## src/rtl/mod_n_counter_ctrl.sv

```systemverilog
// Modulo-N run controller: counts 0..max, wrapping for cfg_laps laps (0 = forever); pause gated by MODN_CTRL_PAUSE_EN.
// Latency: counter is 0 after the start edge and 1 after the next; outputs are registered or decoded from state.
// Backpressure: none; stop aborts at once, pause (when enabled) is a level that freezes the count.
module mod_n_counter_ctrl #(
    parameter int N      = 6,
    parameter int LENGTH = 3,
    parameter int LAPS_W = 4
) (
    input  logic              clk,
    input  logic              reset,
    input  logic              start,
    input  logic              stop,
    input  logic              pause,
    input  logic [LENGTH-1:0] cfg_max,
    input  logic [LAPS_W-1:0] cfg_laps,
    output logic [LENGTH-1:0] counter,
    output logic              wrap,
    output logic [LAPS_W-1:0] lap,
    output logic              busy,
    output logic              done
);

    typedef enum logic [1:0] {
        IDLE  = 2'd0,
        RUN   = 2'd1,
        PAUSE = 2'd2,
        DONE  = 2'd3
    } state_t;

    localparam logic [LENGTH-1:0] DEF_MAX = LENGTH'(N - 1);

    state_t            state, state_nxt;
    logic [LENGTH-1:0] max_q, max_nxt, counter_nxt;
    logic [LAPS_W-1:0] laps_q, laps_nxt, lap_nxt, lap_inc;
    logic              wrap_nxt;

    assign lap_inc = lap + LAPS_W'(1);
    assign busy    = (state == RUN) || (state == PAUSE);
    assign done    = (state == DONE);

    always_ff @(posedge clk) begin
        if (reset) begin
            state   <= IDLE;
            counter <= '0;
            lap     <= '0;
            wrap    <= 1'b0;
            max_q   <= '0;
            laps_q  <= '0;
        end else begin
            state   <= state_nxt;
            counter <= counter_nxt;
            lap     <= lap_nxt;
            wrap    <= wrap_nxt;
            max_q   <= max_nxt;
            laps_q  <= laps_nxt;
        end
    end

    always_comb begin
        state_nxt   = state;
        counter_nxt = counter;
        lap_nxt     = lap;
        wrap_nxt    = 1'b0;
        max_nxt     = max_q;
        laps_nxt    = laps_q;
        case (state)
            IDLE: begin
                counter_nxt = '0;
                // Configuration is captured only here, so mid-run cfg changes are inert.
                if (start) begin
                    state_nxt = RUN;
                    max_nxt   = (cfg_max == '0) ? DEF_MAX : cfg_max;
                    laps_nxt  = cfg_laps;
                    lap_nxt   = '0;
                end
            end
            RUN: begin
                if (stop) begin
                    state_nxt   = IDLE;
                    counter_nxt = '0;
                end
`ifdef MODN_CTRL_PAUSE_EN
                else if (pause) begin
                    state_nxt = PAUSE;
                end
`endif
                else if (counter == max_q) begin
                    counter_nxt = '0;
                    wrap_nxt    = 1'b1;
                    lap_nxt     = lap_inc;
                    if ((laps_q != '0) && (lap_inc == laps_q)) begin
                        state_nxt = DONE;
                    end
                end else begin
                    counter_nxt = counter + LENGTH'(1);
                end
            end
            PAUSE: begin
`ifdef MODN_CTRL_PAUSE_EN
                // Leaving PAUSE costs one edge; counting resumes on the edge after.
                if (stop) begin
                    state_nxt   = IDLE;
                    counter_nxt = '0;
                end else if (!pause) begin
                    state_nxt = RUN;
                end
`else
                state_nxt   = IDLE;
                counter_nxt = '0;
`endif
            end
            DONE: begin
                state_nxt   = IDLE;
                counter_nxt = '0;
            end
            default: begin
                state_nxt   = IDLE;
                counter_nxt = '0;
            end
        endcase
    end

endmodule
```

## config.mk

```make
export PLATFORM = sky130hd
export DESIGN_NAME = mod_n_counter_ctrl
export DESIGN_NICKNAME = d
export VERILOG_FILES = /design/src/rtl/mod_n_counter_ctrl.sv
export SDC_FILE = /design/constraint.sdc
export NUM_CORES = 1
export LEC_CHECK = 0
export CORE_MARGIN = 5
export CORE_UTILIZATION = 47
export DETAILED_ROUTE_END_ITERATION = 10
export PLACE_DENSITY = 0.84
export SETUP_SLACK_MARGIN = 0.5
export SYNTH_ARGS = -nofsm -noshare
export SYNTH_HDL_FRONTEND = slang
export SYNTH_SLANG_ARGS = --single-unit
```

## constraint.sdc

```tcl
create_clock -name clk -period 2.5 [get_ports clk]
set_clock_uncertainty 0.1 [all_clocks]
set_input_delay 0.25 -clock clk [delete_from_list [all_inputs] [get_ports clk]]
set_output_delay 0.25 -clock clk [all_outputs]
set_load 0.01 [all_outputs]
```

## Yosys cells after proc, flatten, opt, wreduce, memory -nomap -nowiden

Cells that the tools add are included.

| word-level totals | value |
|---|---|
| register bits after elaboration | 17 |
| logic and storage cells | 45 |
| output and inout port bits | 10 |
| bits of input ports | 12 |

| operators by class | value |
|---|---|
| muxes and demuxes | 14 |
| reductions and logical operators | 12 |
| equality and inequality tests | 10 |
| $add $sub $neg | 2 |
| bitwise gates (word level) | 1 |

Operators by type and width:

| kind | count |
|---|---|
| $mux W4 | 3 |
| $mux W3 | 3 |
| $mux W2 | 4 |
| $pmux W4 S2 | 1 |
| $ne A3 B2 Y1 const B | 2 |
| $pmux W2 S3 | 1 |
| $pmux W3 S2 | 1 |
| $reduce_or A3 Y1 | 2 |
| $add A4 B1 Y4 const B | 1 |
| $eq A2 B2 Y1 const B | 2 |
| $eq A4 B4 Y1 | 1 |
| $ne A2 B2 Y1 const B | 2 |
| $reduce_and A4 Y1 | 1 |
| $reduce_bool A4 Y1 | 1 |
| $add A3 B1 Y3 const B | 1 |
| $eq A3 B3 Y1 | 1 |
| $logic_not A3 Y1 | 1 |
| $reduce_and A3 Y1 | 1 |
| $eq A2 B1 Y1 const B | 1 |
| $logic_not A2 Y1 | 1 |
| $ne A2 B1 Y1 const B | 1 |
| $reduce_and A2 Y1 | 1 |
| $reduce_bool A2 Y1 | 1 |
| $reduce_or A2 Y1 | 1 |
| 4 further kinds | 4 |

## Longest topological paths before layout

| depth | value |
|---|---|
| depth after elaboration | 7 |
| mapped depth | 7 |
| mapped depth without buffers | 6 |

## Worst setup path after synthesis

Ideal clock, no wire load.

| timing | value |
|---|---|
| kind | register -> register |
| start point | reg state[1] |
| end point | reg lap[0] |
| data required time | 2,329 ps |
| library setup time | 71 ps |
| cell stages (with the launch flop) | 8 |
| slack | 583 ps |
| path buffers | 1 |
| data arrival time | 1,746 ps |
| clock period less this slack | 1,917 ps |
| path through | dfxtp_1 inv_1 ha_1 nand2b_4 or4_1 buf_2 or3_1 a21oi_1 |

| between the ends | value |
|---|---|
| cells in the longest elaborated chain, start to end | 3 |
| elaborated cells on any way between the ends | 8 |
| those cells by class | eq/ne (4); mux (1); reduce/logical (3) |

RTL lines:

| item | RTL line | RTL |
|---|---|---|
| start: declaration | 32 | `state_t state, state_nxt;` |
| start signal: assignment | 50 | `state <= state_nxt;` |
| $eq A2 B1 Y1 / $logic_not A2 Y1 (equally long branches) | 66 | `case (state)` |
| $ne A2 B1 Y1 (no line) (tied with other cells) | -- |  |
| $reduce_and A4 Y1 (no line) | -- |  |
| end signal: assignment | 52 | `lap <= lap_nxt;` |
| end: declaration | 18 | `output logic [LAPS_W-1:0] lap,` |

Several ways; a longest one is shown, not always the timed one.
A chain may end at the register's enable or synchronous reset.

## Worst setup path after layout

| timing | value |
|---|---|
| start point | reg state[0] |
| end point | out busy |

| between the ends | value |
|---|---|
| cells in the longest elaborated chain, start to end | 2 |
| elaborated cells on any way between the ends | 3 |
| those cells by class | eq/ne (2); reduce/logical (1) |

RTL lines:

| item | RTL line | RTL |
|---|---|---|
| $eq A2 B1 Y1 / $eq A2 B2 Y1 (equally long branches) | 38 | `assign busy = (state == RUN) \|\| (state == PAUSE);` |
| $logic_or A1 B1 Y1 * | 38 |  |
| end: declaration | 19 | `output logic busy,` |

Every way passes the cells marked *; elsewhere a longest branch is shown, timed or not.

==> flow_metrics.py <==
metrics = {
    "timing": {
        "setup_viol": 0,
        "final_setup_tns_ps": 0,
        "fin_crit_ps": 1949,
        "slew_headroom_pct": 62.50,
        "grt_setup_unrepaired": "yes",
        "fin_crit_sh_pct": 77.95,
        "final_hold_viol_count": 0,
        "final_max_slew_violation_count": 0,
        "max_freq_mhz": 513.1,
        "tightest_slew_ps": 557.4,
    },
    "finish": {
        "ratio_of_cells_with_drive_above_1_in_the_final_layout_pct": 10.94,
        "fill_cells": 155,
        "synthToLayoutAreaGrowth_pct": 31.07,
        "antenna_cells_inserted": 0,
        "finish.utilization_pct": 66.32,
        "number_of_nets_in_the_layout": 147,
    },
    "clocking": {
        "cts_max_level": 1,
        "cts.hold.buffers_added": 0,
        "ctsLongestPathBuffers": 2,
        "clock_sinks": 17,
        "clock_latency_reported_for_the_late_side_of_the_worst_skew_pair_ps": 290,
        "clkSlewWorstSetupHoldPaths_ps": 90,
        "cts-root-buf": "sky130_fd_sc_hd__clkbuf_4",
        "cts_buffers": 3,
        "cts_tree": "built",
    },
    "pwr": {
        "ir_worst_vdd_mv": 0.3292,
        "netSwitchingPower_mw": 0.1639,
        "internal_power_mw": 0.4064,
        "cellLeakagePower_nw": 0.4477,
        "p_seq_share_pct": 52.4,
        "comb_power_share_pct": 21.3,
        "power.share.switching_pct": 28.74,
        "clockPowerShare_pct": 26.3,
        "power_dens_cells_mw_per_mm2": 482.3,
    },
    "worst_setup_path": {
        "worst_r2r_start": "state[1]",
        "worstSetupStartpointType": "register",
        "timing.reg2reg.setup_slack_ps": 610,
        "path_max_fanout": 4,
        "worst_ep_required_time_ps": 2150,
        "endpoint_kind": "output pin",
        "timing.setup.critical_path_class": "register to output pin",
        "regToRegEndpoint": "lap[0]",
        "reg2reg_depth": 6,
        "timing.critical_path.arrival_ps": 1600,
    },
    "run": {
        "max_cap_viol_count": 0,
    },
    "logic_synthesis": {
        "synthesis.area_um2": 902.1,
        "synth_seq_area_share_pct": 37.73,
        "synthesis.nets": 126,
        "netlist-cell-type-count": 30,
        "yosys_warnings": 0,
        "number_of_cells_produced_by_synthesis": 108,
        "syn_area_per_cell_um2": 8.353,
        "yosys_register_bits": 17,
    },
    "die": {
        "start_util_pct": 50.60,
        "num_io_pins": 22,
        "dieWidth_um": 53.81,
        "fp.dieArea_mm2": 0.002896,
        "floorplan.die.height_um": 53.81,
        "row_count": 15,
        "core_area_mm2": 0.001783,
    },
    "drt": {
        "num_vias": 868,
        "drt-pass1-iter-count": 4,
        "drt_iter0_drc": 17,
        "route.detailed.wl_per_inst_um": 13.50,
        "route.antenna.remaining_nets": 0,
        "vias_per_cell": 5.673,
        "post_detailed_routing_wire_length_um": 2065,
        "post-route-drc-count": 0,
    },
    "placed_design": {
        "portBuffers": 20,
        "weighted_congestion_at_the_end_of_routability_driven_global_placement": 0.8970,
        "hpwlAfterDp_um": 1529,
    },
    "global_route": {
        "first_global_vias": 779,
        "overflow": 0,
        "globalRouteTotalUtil_pct": 15.53,
        "grt_first_pass_wirelength_um": 3318,
        "antenna_found_initial": 0,
        "largest_net_degree_at_the_start_of_global_routing": 15,
    },
    "outcome": {
        "result_of_the_run": "finished clean",
    },
    "worst_hold_path": {
        "min_from": "max_q[1]",
        "timing.hold.worst_endpoint": "max_q[1]",
        "timing.hold.worst_path_depth": 2,
        "holdCritPathClass": "register to register",
    },
}
-- cell usage after synthesis --
master | instances | area [um2]
sky130_fd_sc_hd__nand2_1 | 11 | 41.29
sky130_fd_sc_hd__buf_2 | 1 | 5.000
sky130_fd_sc_hd__xor2_1 | 5 | 43.79
sky130_fd_sc_hd__a211oi_1 | 1 | 7.510
sky130_fd_sc_hd__o21ai_0 | 5 | 25.02
sky130_fd_sc_hd__inv_1 | 3 | 11.26
sky130_fd_sc_hd__o22ai_1 | 3 | 18.77
sky130_fd_sc_hd__nand3b_1 | 2 | 15.01
sky130_fd_sc_hd__nand3_1 | 1 | 5.000
sky130_fd_sc_hd__nor2_1 | 8 | 30.03
sky130_fd_sc_hd__and3_1 | 1 | 6.260
sky130_fd_sc_hd__a221oi_1 | 1 | 8.760
sky130_fd_sc_hd__xnor2_1 | 3 | 26.28
sky130_fd_sc_hd__nor4_1 | 1 | 6.260
sky130_fd_sc_hd__a31oi_1 | 1 | 6.260
sky130_fd_sc_hd__nand4_1 | 1 | 6.260
sky130_fd_sc_hd__or4_1 | 2 | 15.01
sky130_fd_sc_hd__or3_1 | 2 | 12.51
sky130_fd_sc_hd__dfxtp_1 | 17 | 340.3
sky130_fd_sc_hd__and2_1 | 2 | 12.51
sky130_fd_sc_hd__nand2b_4 | 1 | 13.76
sky130_fd_sc_hd__nor3_1 | 4 | 20.02
sky130_fd_sc_hd__clkbuf_1 | 4 | 15.01
sky130_fd_sc_hd__a21oi_1 | 11 | 55.05
sky130_fd_sc_hd__nor2b_1 | 3 | 18.77
sky130_fd_sc_hd__o211ai_1 | 4 | 30.03
sky130_fd_sc_hd__nor3b_1 | 1 | 7.510
sky130_fd_sc_hd__ha_1 | 6 | 75.07
sky130_fd_sc_hd__o21bai_1 | 2 | 15.01
sky130_fd_sc_hd__and4_1 | 1 | 8.760
-- registers in the layout (all words and copies together) (netlist names) --
register,count
counter,3
lap,4
laps_q,4
max_q,3
state,2
wrap,1
-- kinds of logic after synthesis --
| logic type | Yosys count | synth area share (%) |
|---|---|---|
| and+or+nand+nor | 41 | 24.27 |
| AOI/OAI and AO/OA | 28 | 18.45 |
| DFF | 17 | 37.73 |
| xor gates and xnor gates | 8 | 7.767 |
| buffers and inverters | 8 | 3.466 |
| adders and majority gates | 6 | 8.322 |
-- how the worst max path moves through the flow --
| stage | from | endpoint | slack (ps) | cells past startpoint |
|---|---|---|---|---|
| after floorplan | state[1] | lap[0] | 580 | 7 |
| after global placement | stop | lap[0] | 340 | 5 |
| after detailed placement | stop | lap[0] | 330 | 5 |
| after CTS | state[1] | lap[0] | 520 | 6 |
| after global routing | state[1] | lap[0] | 470 | 6 |
| final | state[0] | busy | 550 | 3 |
-- power by group through the flow --
| stage | sequential [mW] | combinational (mW) | clock [mW] |
|---|---|---|---|
| 2_1_floorplan | 0.301 | 0.0709 | 0 |
| 3_5_place_dp | 0.303 | 0.112 | 0 |
| 6_report | 0.299 | 0.121 | 0.150 |
| 3_3_place_gp | 0.303 | 0.108 | 0 |
| 4_1_cts | 0.297 | 0.114 | 0.148 |
| 5_1_grt | 0.301 | 0.134 | 0.157 |
-- per-layer routing --
layer / share of wire (%) / GRT usage, % / wire [um]
met1: 43 / 19.59 / 879
met2: 47 / 26.41 / 975
met3: 8.6 / 2.493 / 177
met4: 1.6 / 5.532 / 33
met5: 0 / 0 / 0
-- per-stage QoR --
| stage | power, mW | instance area (um2) | hold WS [ps] | setup WS [ps] | std cells |
|---|---|---|---|---|---|
| 2_1_floorplan | 0.3722 | 902.1 | 219.1 | 583.0 | 108 |
| 3_3_place_gp | 0.4104 | 1121 | 355.3 | 342.4 | 149 |
| 3_5_place_dp | 0.4149 | 1121 | 360.7 | 334.4 | 149 |
| 4_1_cts | 0.5597 | 1151 | 373.4 | 524.8 | 153 |
| 5_1_grt | 0.5926 | 1182 | 394.7 | 474.4 | 153 |
| 6_report | 0.5703 | 1182 | 373.6 | 551.2 | 153 |
-- cell type report --
cell class,instances,area (um2),share of cell area [%]
repair buffers,21,207.7,17.57
well taps,25,31.28,2.646
multi-input cells,83,563.0,47.62
flip-flops and latches,17,342.8,28.99
clock buffers,4,26.28,2.222
inverters,3,11.26,0.9524
-- cell usage in the layout, fill, tap and decap left out, types with 3 or more instances in the layout --
cell                               n
sky130_fd_sc_hd__nor3_1            4
sky130_fd_sc_hd__o211ai_1          4
sky130_fd_sc_hd__a21oi_1          11
sky130_fd_sc_hd__xnor2_1           3
sky130_fd_sc_hd__o22ai_1           3
sky130_fd_sc_hd__nand2_1          11
sky130_fd_sc_hd__dfxtp_1          15
sky130_fd_sc_hd__clkdlybuf4s50_1  20
sky130_fd_sc_hd__xor2_1            5
sky130_fd_sc_hd__clkbuf_4          3
sky130_fd_sc_hd__o21ai_0           5
sky130_fd_sc_hd__ha_1              4
sky130_fd_sc_hd__nor2_1            8
-- critical path, cell delays in order (launching register included) --
cell and delay, ps:
sky130_fd_sc_hd__dfxtp_2 390, sky130_fd_sc_hd__inv_1 80, sky130_fd_sc_hd__ha_2 310, sky130_fd_sc_hd__clkdlybuf4s50_1 530
-- timing repair --
action | in CTS | in global routing
endpoints found under the hold margin | 0 | 0
setup buffers | 0 | 0
gates resized for setup | 1 | 9
endpoints found under the setup margin | 1 | 7
pin swaps | 0 | 1
(Power assumes the default switching activity.)
